`src/rtl/fifo_uart_tx.sv`:
```
`default_nettype none
// ============================================================================
//  Module   : fifo_uart_tx
//  Purpose  : UART transmitter draining a first-word-fall-through FIFO.
//             Pops one word whenever the FIFO is non-empty in IDLE and sends
//             start bit, data LSB first, optional parity, stop bit.
//  Revision : 1.0  initial release
// ============================================================================
module fifo_uart_tx #(
    parameter int DATA_WIDTH   = 8,
    parameter int CLKS_PER_BIT = 4
) (
    input  logic                  clk,
    input  logic                  rst,
    input  logic [DATA_WIDTH-1:0] fifo_rd_data,
    input  logic                  fifo_empty,
    input  logic                  par_en,
    input  logic                  par_typ,
    output logic                  fifo_rd_inc,
    output logic                  tx_out,
    output logic                  busy
);

    localparam int TW = (CLKS_PER_BIT > 1) ? $clog2(CLKS_PER_BIT) : 1;
    localparam int BW = (DATA_WIDTH > 1) ? $clog2(DATA_WIDTH) : 1;
    localparam logic [TW-1:0] c_TICK_LAST = TW'(CLKS_PER_BIT - 1);
    localparam logic [BW-1:0] c_BIT_LAST  = BW'(DATA_WIDTH - 1);

    typedef enum logic [2:0] {
        IDLE   = 3'd0,
        START  = 3'd1,
        DATA   = 3'd2,
        PARITY = 3'd3,
        STOP   = 3'd4
    } state_t;

    state_t                r_state;
    logic [TW-1:0]         r_tick;
    logic [BW-1:0]         r_bit;
    logic [DATA_WIDTH-1:0] r_shift;
    logic                  r_par_en;
    logic                  r_par_bit;
    logic                  r_tx;
    logic                  r_busy;

    state_t                w_state_nxt;
    logic [TW-1:0]         w_tick_nxt;
    logic [BW-1:0]         w_bit_nxt;
    logic [DATA_WIDTH-1:0] w_shift_nxt;
    logic                  w_par_en_nxt;
    logic                  w_par_bit_nxt;
    logic                  w_tx_nxt;
    logic                  w_pop;
    logic                  w_tick_end;

    assign w_tick_end  = (r_tick == c_TICK_LAST);
    assign fifo_rd_inc = w_pop;
    assign tx_out      = r_tx;
    assign busy        = r_busy;

    // Next-state, counter and shift-register logic; tx level follows the next state
    always_comb begin
        w_state_nxt   = r_state;
        w_tick_nxt    = r_tick;
        w_bit_nxt     = r_bit;
        w_shift_nxt   = r_shift;
        w_par_en_nxt  = r_par_en;
        w_par_bit_nxt = r_par_bit;
        w_pop         = 1'b0;

        if (r_state == IDLE) begin
            if (!fifo_empty) begin
                // Pop and latch the frame configuration in the same cycle
                w_pop         = 1'b1;
                w_shift_nxt   = fifo_rd_data;
                w_par_en_nxt  = par_en;
                w_par_bit_nxt = par_typ ? ~^fifo_rd_data : ^fifo_rd_data;
                w_tick_nxt    = '0;
                w_state_nxt   = START;
            end
        end else begin
            w_tick_nxt = w_tick_end ? '0 : r_tick + 1'b1;
        end

        case (r_state)
            START: begin
                if (w_tick_end) begin
                    w_bit_nxt   = '0;
                    w_state_nxt = DATA;
                end
            end
            DATA: begin
                if (w_tick_end) begin
                    w_shift_nxt = r_shift >> 1;
                    if (r_bit == c_BIT_LAST) begin
                        w_state_nxt = r_par_en ? PARITY : STOP;
                    end else begin
                        w_bit_nxt = r_bit + 1'b1;
                    end
                end
            end
            PARITY: begin
                if (w_tick_end) begin
                    w_state_nxt = STOP;
                end
            end
            STOP: begin
                if (w_tick_end) begin
                    w_state_nxt = IDLE;
                end
            end
            default: ;
        endcase

        // Line level for the coming cycle, so tx_out can be a plain register
        case (w_state_nxt)
            START:   w_tx_nxt = 1'b0;
            DATA:    w_tx_nxt = w_shift_nxt[0];
            PARITY:  w_tx_nxt = w_par_bit_nxt;
            default: w_tx_nxt = 1'b1;
        endcase
    end

    // State and datapath registers; reset aborts any frame and idles the line
    always_ff @(posedge clk or posedge rst) begin
        if (rst) begin
            r_state   <= IDLE;
            r_tick    <= '0;
            r_bit     <= '0;
            r_shift   <= '0;
            r_par_en  <= 1'b0;
            r_par_bit <= 1'b0;
            r_tx      <= 1'b1;
            r_busy    <= 1'b0;
        end else begin
            r_state   <= w_state_nxt;
            r_tick    <= w_tick_nxt;
            r_bit     <= w_bit_nxt;
            r_shift   <= w_shift_nxt;
            r_par_en  <= w_par_en_nxt;
            r_par_bit <= w_par_bit_nxt;
            r_tx      <= w_tx_nxt;
            r_busy    <= (w_state_nxt != IDLE);
        end
    end

endmodule
`default_nettype wire

```
`config.mk`:
```
export PLATFORM = sky130hd
export DESIGN_NAME = fifo_uart_tx
export DESIGN_NICKNAME = d
export VERILOG_FILES = /design/src/rtl/fifo_uart_tx.sv
export SDC_FILE = /design/constraint.sdc
export NUM_CORES = 1
export LEC_CHECK = 0
export ABC_AREA = 0
export ABC_CLOCK_PERIOD_IN_PS = 2100
export BUFFER_PORTS_ARGS = -buffer_cell sky130_fd_sc_hd__buf_2
export CORE_MARGIN = 2
export CORE_UTILIZATION = 48
export CTS_BUF_LIST = sky130_fd_sc_hd__clkbuf_16
export DETAILED_ROUTE_END_ITERATION = 6
export PLACE_DENSITY = 0.66
export SYNTH_ARGS = -nofsm -noshare
export SYNTH_HDL_FRONTEND = slang
export SYNTH_SLANG_ARGS = --single-unit
```
`constraint.sdc`:
```
create_clock -name clk -period 2.1 [get_ports clk]
set_input_delay 0.105 -clock clk [delete_from_list [all_inputs] [get_ports clk]]
set_output_delay 0.105 -clock clk [all_outputs]
set_load 0.02 [all_outputs]
```
Yosys cells after proc, flatten, opt, wreduce, memory -nomap -nowiden
Index checks and enable logic that the tools add are counted.
{"block": "totals", "regBits": 20, "out_inout_bits": 3}
{"block": "classes", "addsub": 2, "eq_ne": 13, "mux": 26, "bitwise": 1, "reduce_logical": 7}
{"op": "3-bit two-way mux", "count": 11}
{"op": "8-bit two-way mux", "count": 4}
{"op": "3-bit by 2-bit equality test with 1-bit output (second input constant)", "count": 4}
{"op": "3-bit one-hot mux with 4 select lines", "count": 1}
{"op": "2-bit inequality test (second input constant)", "count": 4}
{"op": "8-bit XNOR reduction", "count": 1}
{"op": "8-bit parity", "count": 1}
{"op": "3-bit by 1-bit equality test with 1-bit output (second input constant)", "count": 2}
{"op": "3-bit equality test (second input constant)", "count": 2}
{"op": "2-bit two-way mux", "count": 3}
{"op": "3-bit one-hot mux with 2 select lines", "count": 1}
{"op": "1-bit two-way mux", "count": 5}
{"op": "4-bit AND reduction", "count": 1}
{"op": "3-bit by 1-bit adder with 3-bit output (second input constant)", "count": 1}
{"op": "3-bit zero test", "count": 1}
{"op": "1-bit one-hot mux with 3 select lines", "count": 1}
{"op": "3-bit nonzero test", "count": 1}
{"op": "2-bit by 1-bit adder with 2-bit output (second input constant)", "count": 1}
{"op": "2-bit equality test (second input constant)", "count": 1}
{"op": "2-bit AND reduction", "count": 1}
{"op": "2-bit nonzero test", "count": 1}
{"op": "1-bit inverter", "count": 1}

Longest topological paths before layout
{"block": "depth", "word_depth": 7, "ltp_mapped": 7}

Least setup slack after synthesis
Ideal clock, no wire load.
{"block": "synth_timing", "path_kind": "register to register", "from": "register r_bit[0]", "to": "register r_tx (netlist: tx_out)", "setup_time_ns": 0.086, "t_arrival_ns": 1.606, "setup_slack_ns": 0.408, "path_stages_with_launch": 7, "n_path_buf": 0, "path_cell_list": "dfrtp_1 -> ha_1 -> ha_1 -> nor2b_1 -> o211ai_1 -> a211oi_1 -> a2111o_1"}
{"block": "synth_via", "elab_chain_cells": 6}
{"item": "start: declaration", "line_no": "39", "rtl": "logic [BW-1:0] r_bit;"}
{"item": "start signal: assignment", "line_no": "138", "rtl": "r_bit <= w_bit_nxt;"}
{"item": "3-bit equality test *", "line_no": "95", "rtl": "if (r_bit == c_BIT_LAST) begin"}
{"item": "3-bit two-way mux *", "line_no": "95"}
{"item": "3-bit two-way mux *", "line_no": "93", "rtl": "if (w_tick_end) begin"}
{"item": "3-bit one-hot mux with 4 select lines *", "line_no": "85", "rtl": "case (r_state)"}
{"item": "3-bit by 2-bit equality test with 1-bit output or 3-bit by 1-bit equality test with 1-bit output (tied branches)", "line_no": "116", "rtl": "case (w_state_nxt)"}
{"item": "1-bit one-hot mux with 3 select lines *", "line_no": "116"}
{"item": "named net w_tx_nxt", "line_no": "52", "rtl": "logic w_tx_nxt;"}
{"item": "end signal: assignment", "line_no": "142", "rtl": "r_tx <= w_tx_nxt;"}
{"item": "end: declaration", "line_no": "43", "rtl": "logic r_tx;"}
Mark *: on every way through the listed nets, which the timed path passes. The rest lies on a longest branch.
A chain may end at the register's enable or synchronous reset.

Final worst setup path
Same ends and word-level chain as after synthesis.

==> results by group <==
Run status
  • Outcome: finished, violations left
  • Violated checks: negative hold slack

Yosys
  • Synth Net Count: 118
  • Synthesized netlist cell count: 102
  • Sequential share of the synthesized area: 45.9%
  • Netlist Area Pre-Place: 1090 sq um
  • Unique masters post-synth: 39
  • Synthesis-stage register bit count: 20
  • Synthesized area per cell: 10.7 sq um
  • Ys Warns: 0

Final layout
  • Design area: 1280 sq um
  • Inserted Diodes: 0
  • Fill cells: roughly 200
  • Layout cells sized above 1: between 20% and 30%
  • Layout Cells excl Fill: 148
  • Fin nets: 137
  • Syn-to-layout area delta: 16.8%

GRT
  • Initial antenna violation count: 0
  • Met1 Use GR: around 22%
  • M2 GR Usage: 27.6%
  • Vias in the first global route: 768
  • Largest net degree at the start of global routing: 21
  • First-pass GRT wire length: 3330 um
  • GR Util met3: 4.31%
  • GRT Util Overall: approximately 17%
  • GRT Residual Overflow: 0
  • GRT busiest layer: met2

Place
  • Placed cell areas: approximately 1200 sq um
  • HPWL after DPL: around 1400 um
  • PortBufs: 15
  • Dpl cells: 144
  • RD Place Congestion: 0.833

Clock network
  • Clk buf depth: 2
  • Total CTS buffers: 3
  • PostCTS Resize Cnt: 0
  • CTS Hold Buffers Added: 0
  • CTS sink cnt: 20
  • CTS tree: yes
  • Clk_lat worst skew: roughly 0.25 ns
  • Setup bufs post-CTS: 0
  • # H-tree levels: 1
  • CTS root buf: clkbuf_16
  • CTS clock-pin slew for the worst setup and hold paths: 0.06 ns

Power and ir drop
  • Comb power frac: 39.2%
  • Part of the power in registers: 40.2%
  • Total power divided by cell area: 1450 nW/um^2
  • Sw power: 0.000668 W
  • VDD IR max: 0.000673 V
  • Leakage: 0.567 nW
  • Internal power: 0.00119 W
  • Total power: approximately 0.0019 W
  • Switching part of the total power: ~36%
  • Clk pwr share: 20.6%

STA
  • Slew Viols, Final: 0
  • Slew @ Worst Pin: about 0.75 ns
  • Period utilization: 86.7%
  • Fmax: ~0.55 GHz
  • Worst slew margin: roughly half
  • Hold slack final: -0.0202 ns
  • Unrepaired setup endpoints after global routing: no
  • Setup violations, final: 0
  • Tmin final: 1.82 ns
  • Hold Vio Cnt, Final: 19
  • Final Skew: 0.00585 ns
  • Setup TNS: 0 ns

Critical path
  • Worst path bufs/invs: 0
  • CP Class: reg -> reg
  • Crit-path max cell delay: 0.41 ns
  • Crit-path cells: ha_1, ha_1, nor2b_1, o211ai_1, a211oi_1, a2111o_1
  • Crit path capture type: flip-flop
  • Crit Path Max Fanout: 4
  • CP top delay family: compound AO/OA/AOI/OAI gates
  • Slowest-stage cell, CP: dfrtp_1
  • Crit path depth: 6
  • Reg2Reg Depth: 6
  • Crit path DAT: between 1.5 and 2 ns
  • CP Launch Type: flip-flop
  • CP required: 2.27 ns
  • Most common cell on crit path: ha_1

Die
  • I/O pins: 16
  • Row cnt: 17
  • Core Region: 2190 sq um
  • Chip width: about 52 um
  • Starting Density: about half
  • Die area: ~2700 sq um
  • Die Y-Extent: 51.7 um

Routing
  • Post-route ant nets: 0
  • Via count: 780
  • Routed Wire Length: 1940 um
  • Drt drc: 0
  • 1st-iter DRT viols: 4
  • DR WL/cell: roughly 13 um
  • Vias per cell: 5.27
  • Drt first pass iters: 4

Job
  • Max cap viols: 0

Min path
  • HP Class: in -> async
==> logic make-up after synthesis <==
family / count (synthesis) / synth area share, %
compound gates: 25 / 15.0
xor+xnor: 7 / 6.87
fa+ha+maj: 3 / 3.44
buf+inv: 9 / 4.24
flops: 20 / 45.9
mux: 10 / 9.28
simple gates: 28 / 15.2
==> worst reg2reg max path: stages (launching register included) <==
cell and delay [ns]:
dfrtp_1 0.41, ha_1 0.22, ha_1 0.21, nor2b_1 0.15, o211ai_1 0.25, a211oi_1 0.12
a2111o_1 0.39
==> routing by layer <==
| layer | share of wire [%] | up-vias |
|---|---|---|
| met2 | 49 | 11 |
| li1 | - | 396 |
| met3 | 3.1 | 4 |
| met1 | 47 | 369 |
| met5 | 0 | - |
| met4 | 1.4 | 0 |
==> through the flow <==
step           hold WS (ns)  utilization [%]  setup slack, ns
6_report            -0.0202             58.3            0.279
5_1_grt              0.0639             58.3            0.181
4_1_cts              0.0145             58.3            0.269
3_5_place_dp          0.278             54.7            0.285
3_3_place_gp          0.277             54.7            0.360
2_1_floorplan        0.0681                -            0.408
==> Yosys cell counts, drive strengths merged <==
cell	instances	area (sq um)
a2111o	1	11.3
a211oi	2	20.0
a21o	2	16.3
a21oi	2	10.0
a22oi	2	15.0
and2	1	8.76
and4bb	1	12.5
buf	3	23.8
clkbuf	1	3.75
dfrtp	19	475
dfstp	1	26.3
ha	3	37.5
inv	5	18.8
mux2	1	11.3
mux2i	9	90.1
nand2	11	41.3
nand2b	1	6.26
nand3	2	10.0
nand4	1	6.26
nor2	2	7.51
nor2b	4	27.5
nor3	1	5.00
nor3b	1	7.51
nor4	1	21.3
o2111a	1	11.3
o211ai	1	7.51
o21ai	13	65.1
o31ai	1	7.51
or2	1	6.26
or3	1	6.26
xnor2	5	43.8
xnor3	1	22.5
xor2	1	8.76
==> worst paths after layout <==
| check | startpoint | slack (ns) | to |
|---|---|---|---|
| max | r_bit[0] | 0.28 | tx_out |
| min | rst | -0.02 | r_shift[6] |
| max reg2reg | r_bit[0] | 0.28 | tx_out |
| min reg2reg | r_shift[6] | 0.49 | r_shift[5] |
| max in group asynchronous | rst | 1.64 | r_bit[1] |
| min in group clk | par_en | 0.08 | r_par_en |
==> power groups by stage <==
stage	Sequential [W]	Combinational [W]	Clock [W]
after global routing	0.000773	0.000826	0.000413
final	0.000746	0.000728	0.000382
after global placement	0.000740	0.000699	0
after detailed placement	0.000751	0.000730	0
after floorplan	0.000695	0.000624	0
after CTS	0.000746	0.000739	0.000393
==> state kept, by name (all words and copies together) (netlist names) <==
| signal | flops |
|---|---|
| tx_out | 1 |
| busy | 1 |
| r_bit | 3 |
| r_shift | 8 |
| r_state | 3 |
| r_tick | 2 |
| r_par_en | 1 |
| r_par_bit | 1 |
==> cell usage in the layout, fill, tap and decap left out, types with 3 or more instances in the layout <==
cell        n
dfrtp_1    19
buf_2      15
nand2_1    11
o21ai_1    10
mux2i_1     9
inv_1       6
xnor2_1     5
nor2b_1     3
o21ai_0     3
ha_1        3
clkbuf_16   3
buf_4       3
==> final cells by class <==
cell class | instances | area, sq um | share of cell area, %
Timing Repair Buffer | 18 | 97.6 | 7.65
Tap cell | 28 | 35.0 | 2.75
Sequential cell | 20 | 502 | 39.3
Clock buffer | 3 | 75.1 | 5.88
Multi-Input combinational cell | 73 | 544 | 42.6
Inverter | 5 | 18.8 | 1.47
Clock inverter | 1 | 3.75 | 0.294
(Power assumes the default switching activity.)
